**src/rtl/fht_stage_sequencer.sv**
```systemverilog
// rtl/fht_stage_sequencer.sv - stage/address sequencer for an in-place radix-2 FHT
// Reads one butterfly per cycle, then drains the datapath before the next stage.
module fht_stage_sequencer #(
  parameter int A_BIT   = 10,
  parameter int LATENCY = 3,
  localparam int STG_BIT = $clog2(A_BIT),
  localparam int LN_BIT  = $clog2(A_BIT + 1)
) (
  input  logic               iCLK,
  input  logic               iRESET,
  input  logic               iSTART,
  input  logic               iABORT,
  input  logic [LN_BIT-1:0]  iLOG_N,
  output logic               oRD_EN,
  output logic [A_BIT-1:0]   oADDR_RD_0,
  output logic [A_BIT-1:0]   oADDR_RD_1,
  output logic [A_BIT-2:0]   oADDR_COEF,
  output logic [A_BIT-1:0]   oADDR_WR_0,
  output logic [A_BIT-1:0]   oADDR_WR_1,
  output logic               oWE_A,
  output logic               oWE_B,
  output logic               oSRC_BANK,
  output logic [STG_BIT-1:0] oSTAGE,
  output logic               oST_ZERO,
  output logic               oST_LAST,
  output logic               oRES_B,
  output logic               oERR,
  output logic               oRDY
);

  localparam int CNT_W = (LATENCY > 1) ? $clog2(LATENCY) : 1;

  typedef enum logic [1:0] {IDLE, READ, DRAIN} state_t;

  typedef struct packed {
    logic             en;
    logic [A_BIT-1:0] a0;
    logic [A_BIT-1:0] a1;
    logic             s0;
  } wr_t;

  state_t             state_q, state_d;
  logic [STG_BIT-1:0] s_q, s_d;
  logic [A_BIT-2:0]   k_q, k_d;
  logic [LN_BIT-1:0]  l_q, l_d;
  logic [CNT_W-1:0]   cnt_q, cnt_d;
  logic               flush;

  logic [A_BIT-1:0]   half, k_ext, mask, j;
  logic [A_BIT-2:0]   j_sh;
  logic [LN_BIT-1:0]  csh;
  logic               k_last, cnt_last, s_last, bad_len, busy_d;

  logic               rd_en_q, rd_en_d;
  logic [A_BIT-1:0]   rd0_q, rd0_d, rd1_q, rd1_d;
  logic [A_BIT-2:0]   coef_q, coef_d;
  logic               src_bank_q, src_bank_d;
  logic [STG_BIT-1:0] stage_q, stage_d;
  logic               st_zero_q, st_zero_d, st_last_q, st_last_d;
  logic               res_b_q, res_b_d, err_q, err_d, rdy_q, rdy_d;

  wr_t                dl_q [LATENCY];
  logic               we_a_q, we_b_q;
  logic [A_BIT-1:0]   wr0_q, wr1_q;

  always_comb begin
    state_d  = state_q;
    s_d      = s_q;
    k_d      = k_q;
    l_d      = l_q;
    cnt_d    = cnt_q;
    err_d    = 1'b0;
    res_b_d  = res_b_q;
    flush    = 1'b0;

    half     = A_BIT'(1) << (l_q - LN_BIT'(1));
    k_last   = ({1'b0, k_q} == (half - A_BIT'(1)));
    cnt_last = (cnt_q == CNT_W'(LATENCY - 1));
    s_last   = (LN_BIT'(s_q) == (l_q - LN_BIT'(1)));
    bad_len  = (iLOG_N < LN_BIT'(2)) || (iLOG_N > LN_BIT'(A_BIT));

    case (state_q)
      IDLE: begin
        if (iSTART && !iABORT) begin
          l_d = iLOG_N;
          if (bad_len) begin
            err_d = 1'b1;
          end else begin
            state_d = READ;
            s_d     = '0;
            k_d     = '0;
            res_b_d = 1'b0;
          end
        end
      end
      READ: begin
        if (k_last) begin
          state_d = DRAIN;
          cnt_d   = '0;
        end else begin
          k_d = k_q + (A_BIT-1)'(1);
        end
      end
      DRAIN: begin
        if (!cnt_last) begin
          cnt_d = cnt_q + CNT_W'(1);
        end else if (s_last) begin
          state_d = IDLE;
          res_b_d = l_q[0];
        end else begin
          state_d = READ;
          s_d     = s_q + STG_BIT'(1);
          k_d     = '0;
        end
      end
      default: state_d = IDLE;
    endcase

    if (state_q != IDLE && iABORT) begin
      state_d = IDLE;
      res_b_d = 1'b0;
      flush   = 1'b1;
    end

    // Outputs are registered from the next state so they line up with state_q.
    busy_d  = (state_d != IDLE);
    rd_en_d = (state_d == READ);
    k_ext   = {1'b0, k_d};
    mask    = (A_BIT'(1) << s_d) - A_BIT'(1);
    j       = k_ext & mask;
    csh     = l_d - LN_BIT'(1) - LN_BIT'(s_d);
    j_sh    = (A_BIT-1)'(j << csh);

    rd0_d      = rd_en_d ? (((k_ext & ~mask) << 1) | j) : '0;
    rd1_d      = rd_en_d ? (rd0_d | (A_BIT'(1) << s_d)) : '0;
    coef_d     = rd_en_d ? j_sh : '0;
    src_bank_d = busy_d & s_d[0];
    stage_d    = busy_d ? s_d : '0;
    st_zero_d  = busy_d && (s_d == '0);
    st_last_d  = busy_d && (LN_BIT'(s_d) == (l_d - LN_BIT'(1)));
    rdy_d      = ~busy_d;
  end

  always_ff @(posedge iCLK or posedge iRESET) begin
    if (iRESET) begin
      state_q    <= IDLE;
      s_q        <= '0;
      k_q        <= '0;
      l_q        <= '0;
      cnt_q      <= '0;
      rd_en_q    <= 1'b0;
      rd0_q      <= '0;
      rd1_q      <= '0;
      coef_q     <= '0;
      src_bank_q <= 1'b0;
      stage_q    <= '0;
      st_zero_q  <= 1'b0;
      st_last_q  <= 1'b0;
      res_b_q    <= 1'b0;
      err_q      <= 1'b0;
      rdy_q      <= 1'b1;
      we_a_q     <= 1'b0;
      we_b_q     <= 1'b0;
      wr0_q      <= '0;
      wr1_q      <= '0;
      for (int i = 0; i < LATENCY; i++) dl_q[i] <= '0;
    end else begin
      state_q    <= state_d;
      s_q        <= s_d;
      k_q        <= k_d;
      l_q        <= l_d;
      cnt_q      <= cnt_d;
      rd_en_q    <= rd_en_d;
      rd0_q      <= rd0_d;
      rd1_q      <= rd1_d;
      coef_q     <= coef_d;
      src_bank_q <= src_bank_d;
      stage_q    <= stage_d;
      st_zero_q  <= st_zero_d;
      st_last_q  <= st_last_d;
      res_b_q    <= res_b_d;
      err_q      <= err_d;
      rdy_q      <= rdy_d;
      if (flush) begin
        we_a_q <= 1'b0;
        we_b_q <= 1'b0;
        wr0_q  <= '0;
        wr1_q  <= '0;
        for (int i = 0; i < LATENCY; i++) dl_q[i] <= '0;
      end else begin
        // dl_q[0] mirrors the read registers; the write registers add the last cycle.
        dl_q[0] <= {rd_en_d, rd0_d, rd1_d, s_d[0]};
        for (int i = 1; i < LATENCY; i++) dl_q[i] <= dl_q[i-1];
        we_b_q <= dl_q[LATENCY-1].en & ~dl_q[LATENCY-1].s0;
        we_a_q <= dl_q[LATENCY-1].en & dl_q[LATENCY-1].s0;
        wr0_q  <= dl_q[LATENCY-1].a0;
        wr1_q  <= dl_q[LATENCY-1].a1;
      end
    end
  end

  assign oRD_EN     = rd_en_q;
  assign oADDR_RD_0 = rd0_q;
  assign oADDR_RD_1 = rd1_q;
  assign oADDR_COEF = coef_q;
  assign oADDR_WR_0 = wr0_q;
  assign oADDR_WR_1 = wr1_q;
  assign oWE_A      = we_a_q;
  assign oWE_B      = we_b_q;
  assign oSRC_BANK  = src_bank_q;
  assign oSTAGE     = stage_q;
  assign oST_ZERO   = st_zero_q;
  assign oST_LAST   = st_last_q;
  assign oRES_B     = res_b_q;
  assign oERR       = err_q;
  assign oRDY       = rdy_q;

endmodule

```
**config.mk**
```make
export PLATFORM = sky130hd
export DESIGN_NAME = fht_stage_sequencer
export DESIGN_NICKNAME = d
export VERILOG_FILES = /design/src/rtl/fht_stage_sequencer.sv
export SDC_FILE = /design/constraint.sdc
export NUM_CORES = 1
export LEC_CHECK = 0
export CORE_MARGIN = 2
export CORE_UTILIZATION = 57
export CTS_BUF_LIST = sky130_fd_sc_hd__clkbuf_16
export DETAILED_ROUTE_END_ITERATION = 12
export PLACE_DENSITY = 0.8
export SYNTH_ARGS = -nofsm -noshare
export SYNTH_HDL_FRONTEND = slang
export SYNTH_SLANG_ARGS = --single-unit
```
**constraint.sdc**
```tcl
create_clock -name iCLK -period 6.7 [get_ports iCLK]
set_input_delay 1.005 -clock iCLK [delete_from_list [all_inputs] [get_ports iCLK]]
set_output_delay 1.005 -clock iCLK [all_outputs]
set_load 0.03 [all_outputs]
```
Word level (Yosys, flattened, before mapping). Index checks and enable logic that the tools add are counted. W data, S select, Z words.

Bits in registers: 149. Input port bits: 8.

Add/sub/neg operators: 8. Order comparisons: 2. Eq/ne operators: 13. Shift-type cells: 3. Multiplexer cells: 42. Bitwise gates (word level): 10. Reductions and logical operators: 14.

Operators by type and width (count): $mux W66 (1); $mux W9 (6); $mux W10 (4); $mux W4 (7); $pmux W9 S3 (1); $or A10 B10 Y10 (2); $shl A1 B4 Y10 const A (2); $mux W2 (7); $mux W1 (12); $ne A3 B3 Y1 const B (4); $and A9 B10 Y10 (1); $eq A9 B10 Y1 (1); $shl A10 B4 Y9 (1); $sub A10 B1 Y10 const B (1); $sub A10 B2 Y10 const B (1); $add A9 B1 Y9 const B (1); $and A9 B9 Y9 (1); $not A9 Y9 (1); $eq A4 B4 Y1 (2); $pmux W4 S2 (1); $sub A4 B1 Y4 const B (2); $pmux W2 S3 (1); $reduce_bool A2 Y1 (3); $reduce_and A5 Y1 (1); 19 further kinds (28).

Logic depth before layout (Yosys ltp). Gate-level depths: netlist of the first run.

Depth in word-level cells: 14. Depth in mapped cells: 20. Mapped depth without buffers: 18.

Worst setup path after synthesis of the first run. Ideal clock, no wire load.

Path type: input -> register. Start point: in iLOG_N[0]. End point: reg coef_q[8], in the netlist oADDR_COEF[8]. Setup time: 137 ps. Arrival: 4208 ps. Path slack: 2355 ps. Stages: 16. Path buffers: 0. Cells stage by stage: a21o_1 -> a2111oi_0 -> nor3b_1 -> a311oi_2 -> inv_2 -> nor3_4 -> and3_1 -> inv_1 -> ha_1 -> inv_1 -> a211oi_1 -> a311oi_1 -> nand2b_1 -> o22ai_1 -> o2111ai_1 -> nor4_2.

Longest elaborated chain between the ends: 10. Elaborated cells between the ends (all ways): 23. Those cells by class: add/sub (3); order compare (2); eq/ne (1); shift (2); mux (13); bitwise (1); reduce/logical (1).

Ends and longest elaborated chain: from (decl) (RTL line 13) `input logic [LN_BIT-1:0] iLOG_N,`; $lt A4 B2 Y1 or $gt A4 B4 Y1 (tied branches) (RTL line 80) `bad_len = (iLOG_N < LN_BIT'(2)) || (iLOG_N > LN_BIT'(A_BIT));`; $logic_or A1 B1 Y1 * (RTL line 80); $mux W4 * (RTL line 86) `if (bad_len) begin`; $mux W4 * (RTL line 84) `if (iSTART && !iABORT) begin`; $pmux W4 S2 * (RTL line 82) `case (state_q)`; via s_d[2] (RTL line 43) `logic [STG_BIT-1:0] s_q, s_d;`; $shl A1 B4 Y10 (RTL line 129) `mask = (A_BIT'(1) << s_d) - A_BIT'(1);`; $sub A10 B2 Y10 (RTL line 129); $and A9 B10 Y10 (RTL line 130) `j = k_ext & mask;`; $shl A10 B4 Y9 * (RTL line 132) `j_sh = (A_BIT-1)'(j << csh);`; $mux W9 * (RTL line 136) `coef_d = rd_en_d ? j_sh : '0;`; via coef_d[8] (RTL line 56) `logic [A_BIT-2:0] coef_q, coef_d;`; to (signal assigned) (RTL line 176) `coef_q <= coef_d;`; to (decl) (RTL line 56).

The timed path passes the listed nets; every way through them passes the cells marked *. A chain may end at the register's enable or synchronous reset.

Final worst setup path of the first run.
Start point: reg l_q[0]. End point: reg coef_q[7], in the netlist oADDR_COEF[7].

Longest elaborated chain between the ends: 10. Elaborated cells between the ends (all ways): 27. Those cells by class: add/sub (5); eq/ne (3); shift (3); mux (15); bitwise (1).

Ends and longest elaborated chain: from (decl) (RTL line 45) `logic [LN_BIT-1:0] l_q, l_d;`; from (signal assigned) (RTL line 171) `l_q <= l_d;`; $sub A4 B1 Y4 (RTL line 76, 79); $eq A4 B4 Y1 (RTL line 79) `s_last = (LN_BIT'(s_q) == (l_q - LN_BIT'(1)));`; $mux W4 (RTL line 107) `end else if (s_last) begin`; $mux W4 (RTL line 105) `if (!cnt_last) begin`; $pmux W4 S2 (RTL line 82); $shl A1 B4 Y10 (RTL line 129); $sub A10 B2 Y10 (RTL line 129); $and A9 B10 Y10 (RTL line 130); $shl A10 B4 Y9 (RTL line 132); $mux W9 * (RTL line 136); via coef_d[7] (RTL line 56).

Marks and branches as above.

==> results of run 1 <==
[critical path, stage by stage, from the launching register on]
cell	delay [ns]
dfrtp_1	0.52
inv_1	0.17
ha_1	0.40
xnor3_1	0.50
and3_1	0.18
nand2_1	0.14
o211ai_1	0.25
mux2i_1	0.62
inv_2	0.26
ha_1	0.30
fa_1	0.82
clkinv_1	0.42
nor3_1	0.38
o31ai_1	0.12
a211oi_1	0.25
[routing by layer]
layer,up-vias,global-route usage [%]
li1,2408,-
met1,2612,39.2
met2,236,44.4
met3,30,6.56
met4,0,9.19
met5,-,0
[synthesized netlist by cell type, drive strengths merged, types with 2 or more instances]
cell type,n,share of area [%]
nor3b,2,0.22
clkbuf,17,0.92
o31ai,2,0.22
o21bai,2,0.22
nor4,7,0.72
nand2,39,2.1
nor3,17,1.6
nand3,19,1.4
a311oi,2,0.34
dfrtp,147,53
nor2,56,3.1
nand2b,7,0.63
o21a,6,0.65
nand4,3,0.27
xor2,7,0.89
or4,2,0.27
and2,70,6.3
o21ai,22,1.6
nand4b,2,0.25
or3,4,0.36
xnor3,4,1.3
xnor2,14,1.8
a21oi,40,3.1
nor4b,2,0.25
o211ai,4,0.43
and3,8,0.72
inv,29,1.6
a211oi,10,1.2
mux2i,10,1.5
a2111oi,4,0.61
o211a,5,0.72
ha,14,2.5
clkinv,2,0.11
a21o,10,1.1
o2111ai,6,0.76
mux2,4,0.71
nand3b,3,0.33
o22ai,7,0.63
buf,9,0.81
a21boi,3,0.33
o221ai,3,0.38
a41o,5,0.72
nor2b,6,0.54
[sequential cells by signal (all words and copies together), names as in the netlist, 4 cells and up]
signal / count
dl_q: 66
oADDR_RD_0: 10
oADDR_RD_1: 10
oADDR_WR_0: 10
oADDR_WR_1: 10
k_q: 9
oADDR_COEF: 9
l_q: 4
oSTAGE: 4
s_q: 4
[power groups by stage]
| stage | clock network [mW] | registers (mW) | logic [mW] |
|---|---|---|---|
| floorplan | 0 | 1.28 | 1.02 |
| global placement | 0 | 1.19 | 1.53 |
| global route | 0.984 | 1.21 | 1.74 |
| detailed placement | 0 | 1.20 | 1.56 |
| CTS | 0.941 | 1.19 | 1.59 |
| finish | 0.931 | 1.19 | 1.62 |
[per-stage QoR]
step,area [um^2],hold WS (ns),power [mW]
3_3_place_gp,7740,0.398,2.72
4_1_cts,8320,0.417,3.72
6_report,8320,0.414,3.74
3_5_place_dp,7740,0.404,2.76
2_1_floorplan,6920,0.393,2.31
5_1_grt,8320,0.445,3.94
[path summary, 6_finish.rpt]
check,to,slack [ns],cells after the start
worst max-delay path,oADDR_COEF[7]$_DFF_PP0_,1.26,14
worst min-delay path,oWE_B$_DFF_PP0_,0.41,1
worst max register to register,oADDR_COEF[7]$_DFF_PP0_,1.26,14
worst min register to register,oWE_B$_DFF_PP0_,0.41,1
max in group asynchronous,dl_q[62]$_DFF_PP0_,4.36,3
min in group asynchronous,cnt_q[0]$_DFFE_PP0P_,1.12,2
[area by class of cell]
class | instances | share of cell area (%)
inverter | 31 | 1.46
multi-input combinational | 445 | 36.1
clock inverter | 15 | 1.88
timing repair buffer | 74 | 8.75
sequential | 148 | 44.5
clock buffer | 17 | 5.11
tap | 147 | 2.21
[cells by family (layout without fill, tap and decap cells)]
kind of cell,Yosys count,after routing
XOR/XNOR,25,25
flip-flops,148,148
multiplexers,14,14
buffers and inverters,57,137
AO/OA/AOI/OAI,140,140
AND/OR/NAND/NOR,251,251
adder cells (fa/ha/maj),15,15
==> impl_metrics.json, run 1 <==
{
  "synth_cells": 650,
  "ys.flop_type": "dfrtp_1",
  "cts_root_buf": "clkbuf_16",
  "period_share_pct": 81.3,
  "clock_sinks": 148,
  "h-tree-depth": 4,
  "synth_async_sr_flop_share_pct": 100,
  "cts_resized": 0,
  "synth_fa_ha_area_share_pct": 2.82,
  "coreArea_um2": 11900,
  "cts_tree": "built",
  "max_slew_margin_pct": 41.1,
  "antenna_left": 0,
  "worstPathRequired_ns": 7.01,
  "hold_buffers": 0,
  "post-route-util_pct": 69.8,
  "wl_per_cell_um": 19.9,
  "first_iter_violations": 644,
  "critPathCaptureType": "flip-flop",
  "min_from": "dl_q[0]$_DFF_PP0_",
  "yosys.area_share.simple_pct": 19.7,
  "path_clk_slew_ns": 0.06,
  "ys_warn_count": 0,
  "status": "complete, no violations",
  "drc_errors": 0,
  "portBuffers": 69,
  "grt_pass1_wl_um": 27800,
  "dp_cells": 845,
  "crit_type": "reg2reg",
  "fill_cells": 868,
  "antenna_found_initial": 0,
  "firstDrtPassIters": 5,
  "gp_congestion": 0.933,
  "rsz0062_at_grt": "false",
  "vias": 5286,
  "die_area_um2": 13000,
  "seq_area_um2": 3700,
  "cp.arrival_ns": 5.76,
  "worstMarginPinSlew_ns": 0.883,
  "fp.dieW_um": 114,
  "power_switching_mw": 1.53,
  "overflow": 0,
  "wl_met1_um": 7660,
  "combinationalPowerShare_pct": 43.2,
  "power.share.sequential_pct": 31.9,
  "wl_met2_um": 8380,
  "grt_pass1_vias": 5195,
  "r2r-start": "l_q[0]$_DFF_PP0_",
  "multiInputGateArea_um2": 3000,
  "vias_per_cell": 6.03,
  "startpoint": "l_q[0]$_DFF_PP0_",
  "num_rows": 40,
  "ys_seq_area_share_pct": 53.5,
  "layout_commonest_cell": "dfrtp_1",
  "place_hpwl_um": 11600,
  "setup_violations": 0,
  "clk_latency_ns": 0.42,
  "cts_made_buffers": 17,
  "finalNonFillerCells": 877,
  "skew_ns": 0.00621,
  "clkPwrFrac_pct": 24.9,
  "maxSlewViolCount": 0,
  "p_leak_nw": 3.87,
  "hold_path_class": "reg2reg",
  "synth-seq-cells": 148,
  "wl_met3_um": 1070,
  "cts_setup_buffers": 0,
  "ys_types": 77,
  "synth_area_um2": 6920,
  "synth-edff-count": 0,
  "synth_top_family_by_area": "simple AND/OR/NAND/NOR gates",
  "wl_um": 17400,
  "synth_xor_area_share_pct": 3.96,
  "fin_tns_setup_ns": 0,
  "synth_compound_area_share_pct": 14.4,
  "drive_gt1_share_pct": 8.63,
  "intPower_mw": 2.21,
  "start_kind": "flip-flop",
  "n_antenna_cell": 0,
  "fin_crit_ns": 5.44,
  "syn_nets": 673,
  "start_util_pct": 58.1,
  "swShare_pct": 40.8,
  "critPathMaxFanout": 13,
  "highest_layer": "met4",
  "pre_cts_ws_ns": 1.07,
  "final_hold_viol_count": 0,
  "cts.path.max_buffers": 2,
  "die_h_um": 114,
  "area_delta_synth_final_pct": 20.2,
  "synth.avg_cell_area_um2": 10.6,
  "final_cell_mix": "dfrtp_1, and2_1, clkdlybuf4s50_1",
  "ios": 70,
  "powerDensity_nw_per_um2": 450,
  "max_freq_mhz": 184,
  "fin_nets": 740,
  "layout_setup_ws_ns": 1.26,
  "synthMuxAreaShare_pct": 2.21,
  "grt_max_degree": 100,
  "maxCapViolations": 0,
  "track_usage_pct": 28.2,
  "vdd_ir_drop_max_v": 0.000238
}
(Power assumes the default switching activity.)
==> run 2, diff against run 1 <==
==> constraint.sdc (replaced) <==
create_clock -name iCLK -period 5.2 [get_ports iCLK]
set_input_delay 0.78 -clock iCLK [delete_from_list [all_inputs] [get_ports iCLK]]
set_output_delay 0.78 -clock iCLK [all_outputs]
set_load 0.03 [all_outputs]
==> run 2 against run 1 <==
- first-iteration DRC count grew 4.2%
- cell area is essentially flat
- total power grew 25%
- clock skew is essentially flat
- clock power grew 15%
- die area is the same
- sequential share of layout area is essentially flat
- maximum frequency grew 10%
- flip-flop and latch count is the same
- final cell count grew 0.91%
- critical endpoint is now oADDR_RD_1[6]$_DFF_PP0_
- worst hold slack gained 0.029 ns
==> impl_metrics.json, run 2 (synthesis results as in run 1) <==
{
  "clk_latency_ns": 0.42,
  "drive_gt1_share_pct": 9.62,
  "status": "complete, no violations",
  "start_kind": "flip-flop",
  "layout_commonest_cell": "dfrtp_1",
  "pre_cts_ws_ns": 0.0909,
  "critPathMaxFanout": 9,
  "maxSlewViolCount": 0,
  "hold_buffers": 0,
  "final_cell_mix": "dfrtp_1, and2_1, clkdlybuf4s50_1",
  "grt_use_met2_pct": 42.1,
  "worstPathRequired_ns": 5.46,
  "n_antenna_cell": 0,
  "powerDensity_nw_per_um2": 561,
  "final_hold_viol_count": 0,
  "first_iter_violations": 671,
  "die_area_um2": 13000,
  "dp_cells": 852,
  "track_usage_pct": 26.7,
  "num_rows": 40,
  "start_util_pct": 58.1,
  "h-tree-depth": 4,
  "p_leak_nw": 3.88,
  "cp-endpoint": "oADDR_RD_1[6]$_DFF_PP0_",
  "gr-usage-met3_pct": 6.78,
  "vdd_ir_drop_max_v": 0.000280,
  "startpoint": "l_q[0]$_DFF_PP0_",
  "finalNonFillerCells": 885,
  "largest_register_ffs": 66,
  "antenna_left": 0,
  "worstRegToRegCells": 17,
  "busiest_layer": "met2",
  "cts.path.max_buffers": 2,
  "vias": 5441,
  "top_register": "dl_q",
  "setup_violations": 0,
  "ios": 70,
  "worstMarginPinSlew_ns": 0.994,
  "fin_nets": 749,
  "skew_ns": 0.00664,
  "r2r-start": "l_q[0]$_DFF_PP0_",
  "fin_hold_ws_ns": 0.443,
  "max_freq_mhz": 202,
  "wl_per_cell_um": 18.8,
  "path_clk_slew_ns": 0.06,
  "cts_made_buffers": 17,
  "maxCapViolations": 0,
  "met1_usage_pct": 36.5,
  "die_h_um": 114,
  "drc_errors": 0,
  "portBuffers": 69,
  "vias_per_cell": 6.15,
  "period_share_pct": 95.1,
  "gp_congestion": 1.07,
  "hold_path_class": "reg2reg",
  "dpl_cell_area_um2": 7780,
  "firstDrtPassIters": 5,
  "antenna_found_initial": 0,
  "cp.arrival_ns": 5.21,
  "fill_cells": 862,
  "area_delta_synth_final_pct": 20.3,
  "cts_root_buf": "clkbuf_16",
  "overflow": 0,
  "grt_max_degree": 119,
  "max_slew_margin_pct": 33.7,
  "grt_pass1_wl_um": 27000,
  "post-route-util_pct": 69.9,
  "crit_type": "reg2reg",
  "critPathCaptureType": "flip-flop",
  "power.total_mw": 4.67,
  "layout_setup_ws_ns": 0.254,
  "r2r-end": "oADDR_RD_1[6]$_DFF_PP0_",
  "cts_tree": "built",
  "fin_tns_setup_ns": 0,
  "reg2reg_setup_slack_ns": 0.25,
  "final_area_um2": 8330,
  "coreArea_um2": 11900,
  "grt_pass1_vias": 5275,
  "wl_um": 16600,
  "clock_sinks": 148,
  "fp.dieW_um": 114,
  "fin_crit_ns": 4.95,
  "place_hpwl_um": 11300
}
## run 2: critical path: stages (launching register included)
cell and delay, ns:
dfrtp_1 0.52, inv_1 0.17, ha_1 0.42, xnor3_1 0.50, and3_1 0.18, nand2_1 0.13, o211ai_1 0.20, buf_4 0.20
a22oi_2 0.40, and3_1 0.28, inv_1 0.12, ha_1 0.30, inv_1 0.14, o22ai_1 0.14, o21bai_1 0.21, and2_1 0.22
a21oi_1 0.48, a21oi_1 0.17
## run 2: layer usage
metal,wire (um),share of wire [%]
met1,6780,41
met5,0,0
met3,1460,8.8
met4,429,2.6
met2,7930,48
## run 2: where the power goes
part	switching, mW	internal, mW	total [mW]	leakage, nW
clock network	0.468	0.601	1.07	0.253
registers	0.156	1.38	1.53	2.02
logic	1.30	0.770	2.07	1.61
total	1.92	2.75	4.67	3.88
## run 2: what timing repair did
action,in CTS,in global routing
buffers inserted,0,2
endpoints found under the setup margin,0,22
gates resized for setup,0,3
## run 2: final cells by class
cell class / instances / area [um^2] / area share (%)
clock inverters: 14 / 88.8 / 1.07
repair buffers: 83 / 796 / 9.56
multi-input cells: 445 / 3010 / 36.1
inverters: 31 / 121 / 1.46
clock buffers: 17 / 425 / 5.11
flip-flops and latches: 148 / 3700 / 44.5
well taps: 147 / 184 / 2.21
## run 2: worst min path at each step
stage | start | end | slack (ns) | cells past startpoint
after floorplan | dl_q[0]$_DFF_PP0_ | oWE_B$_DFF_PP0_ | 0.39 | 1
after global placement | dl_q[0]$_DFF_PP0_ | oWE_B$_DFF_PP0_ | 0.40 | 1
after detailed placement | dl_q[34]$_DFF_PP0_ | dl_q[12]$_DFF_PP0_ | 0.43 | 1
after CTS | dl_q[54]$_DFF_PP0_ | dl_q[32]$_DFF_PP0_ | 0.45 | 1
after global routing | dl_q[61]$_DFF_PP0_ | dl_q[39]$_DFF_PP0_ | 0.47 | 1
final | dl_q[0]$_DFF_PP0_ | oWE_B$_DFF_PP0_ | 0.44 | 1
==> run 3, diff against run 2 <==
--- a/config.mk
+++ b/config.mk
@@ -7,7 +7,6 @@
 export LEC_CHECK = 0
 export CORE_MARGIN = 2
 export CORE_UTILIZATION = 57
-export CTS_BUF_LIST = sky130_fd_sc_hd__clkbuf_16
 export DETAILED_ROUTE_END_ITERATION = 12
 export PLACE_DENSITY = 0.8
 export SYNTH_ARGS = -nofsm -noshare
==> run 3 against run 2 <==
- via count is 0.22% lower
- final cell count stayed put
- flip-flop and latch count stayed put
- clock skew hardly changed
- critical path type unchanged
==> impl_metrics.json, run 3 (synthesis results as in run 1) <==
{
  "wl_per_cell_um": 18.6,
  "portBuffers": 69,
  "worstPathRequired_ns": 5.46,
  "vdd_ir_drop_max_v": 0.000281,
  "die_h_um": 114,
  "clkPwrFrac_pct": 23.6,
  "ios": 70,
  "vias": 5429,
  "fin_tns_setup_ns": 0,
  "grt_pass1_vias": 5252,
  "path_clk_slew_ns": 0.06,
  "hold_buffers": 0,
  "hold_path_class": "reg2reg",
  "n_antenna_cell": 0,
  "power.total_mw": 4.71,
  "start_kind": "flip-flop",
  "area_delta_synth_final_pct": 20.8,
  "drive_gt1_share_pct": 10.0,
  "clock_sinks": 148,
  "die_area_um2": 13000,
  "vias_per_cell": 6.13,
  "antenna_left": 0,
  "top_register": "dl_q",
  "highest_layer": "met4",
  "finalNonFillerCells": 885,
  "h-tree-depth": 4,
  "firstDrtPassIters": 8,
  "setup_violations": 0,
  "critPathCaptureType": "flip-flop",
  "worstRegToRegCells": 17,
  "min_from": "dl_q[0]$_DFF_PP0_",
  "cpMostUsedCell": "inv_1",
  "combinationalPowerShare_pct": 43.9,
  "overflow": 0,
  "layout_setup_ws_ns": 0.273,
  "r2r-start": "l_q[0]$_DFF_PP0_",
  "post-route-util_pct": 70.1,
  "swShare_pct": 40.6,
  "period_share_pct": 94.7,
  "place_hpwl_um": 11300,
  "gp_congestion": 1.07,
  "fp.dieW_um": 114,
  "fin_nets": 749,
  "num_rows": 40,
  "cts.path.max_buffers": 2,
  "skew_ns": 0.00640,
  "grt_max_degree": 119,
  "max_slew_margin_pct": 33.4,
  "antenna_found_initial": 0,
  "dpl_cell_area_um2": 7780,
  "max_freq_mhz": 203,
  "layout_commonest_cell": "dfrtp_1",
  "track_usage_pct": 26.7,
  "cp.arrival_ns": 5.18,
  "cts_made_buffers": 17,
  "p_leak_nw": 3.90,
  "final_hold_viol_count": 0,
  "critPathSlowestCell": "dfrtp_1",
  "status": "complete, no violations",
  "grt_pass1_wl_um": 27100,
  "powerDensity_nw_per_um2": 564,
  "first_iter_violations": 670,
  "max_stage_delay_ns": 0.51,
  "power.share.sequential_pct": 32.5,
  "wl_met2_um": 7920,
  "fin_hold_ws_ns": 0.444,
  "path_cells": "inv_1 > ha_1 > xnor3_1 > and3_1 > nand2_1 > o211ai_1 > buf_4 > a22oi_2 > and3_1 > inv_1 > ha_1 > inv_1 > o22ai_1 > o21bai_1 > and2_1 > a21oi_1 > a21oi_1",
  "final_area_um2": 8360,
  "maxSlewViolCount": 0,
  "cts_root_buf": "clkbuf_16",
  "critPathMaxFanout": 9,
  "holdPathEnd": "oWE_B$_DFF_PP0_",
  "drc_errors": 0,
  "start_util_pct": 58.1,
  "wl_met1_um": 6820,
  "pre_cts_ws_ns": 0.0909,
  "wl_um": 16500,
  "cts_tree": "built",
  "maxCapViolations": 0,
  "worstMarginPinSlew_ns": 0.999,
  "wl_met3_um": 1360,
  "power_switching_mw": 1.91,
  "crit_type": "reg2reg",
  "final_cell_mix": "dfrtp_1, and2_1, clkdlybuf4s50_1",
  "worstHoldPathCells": 1,
  "r2r-end": "oADDR_RD_1[6]$_DFF_PP0_",
  "intPower_mw": 2.80,
  "reg2reg_setup_slack_ns": 0.27,
  "largest_register_ffs": 66,
  "coreArea_um2": 11900,
  "clk_latency_ns": 0.41,
  "dp_cells": 852,
  "fin_crit_ns": 4.93
}
[run 3: changes by cell type in the layout (fill, tap and decap cells not counted), sizes merged]
cell | before | now
clkinv | 10 | 7
clkbuf | 17 | 21
inv | 33 | 32
[run 3: routing by layer]
metal,GRT usage [%],up-vias
met3,5.88,61
li1,-,2425
met2,42.3,309
met5,0,-
met1,36.9,2634
met4,8.86,0
[run 3: power by group through the flow]
stage          registers [mW]  clock network (mW)  logic [mW]
3_3_place_gp             1.54                   0        1.90
3_5_place_dp             1.55                   0        1.99
4_1_cts                  1.53                1.13        2.01
6_report                 1.53                1.11        2.07
2_1_floorplan            1.65                   0        1.32
5_1_grt                  1.56                1.18        2.23
[run 3: worst max-delay path by stage]
stage	cells past startpoint	slack, ns	endpoint	start
floorplan	1	0.44	cnt_q[0]$_DFFE_PP0P_	iRESET
global placement	15	0.35	oADDR_RD_1[4]$_DFF_PP0_	iABORT
global route	17	-0.01	oADDR_RD_1[4]$_DFF_PP0_	l_q[0]$_DFF_PP0_
detailed placement	15	0.09	oADDR_RD_1[4]$_DFF_PP0_	iABORT
finish	17	0.27	oADDR_RD_1[6]$_DFF_PP0_	l_q[0]$_DFF_PP0_
CTS	16	0.20	oADDR_RD_1[4]$_DFF_PP0_	l_q[0]$_DFF_PP0_
[run 3: area by class of cell]
cell class | count | area (um^2)
Fill cell | 858 | 3560
Clock inverter | 10 | 73.8
Clock buffer | 21 | 470
Timing Repair Buffer | 83 | 796
Inverter | 31 | 121
Sequential cell | 148 | 3700
Multi-Input combinational cell | 445 | 3010
Tap cell | 147 | 184
[run 3: critical path: cells and delay by family, from the launching register on]
family,cells,cell delay (ns)
fa+ha+maj,2,0.72
xor+xnor,1,0.50
compound gates,6,1.58
buf+inv,4,0.64
simple gates,4,0.81
flops,1,0.51
[run 3: timing repair]
| action | CTS | global route |
|---|---|---|
| buffers inserted | 0 | 2 |
| setup endpoints to repair | 0 | 22 |
| resized for setup | 0 | 3 |
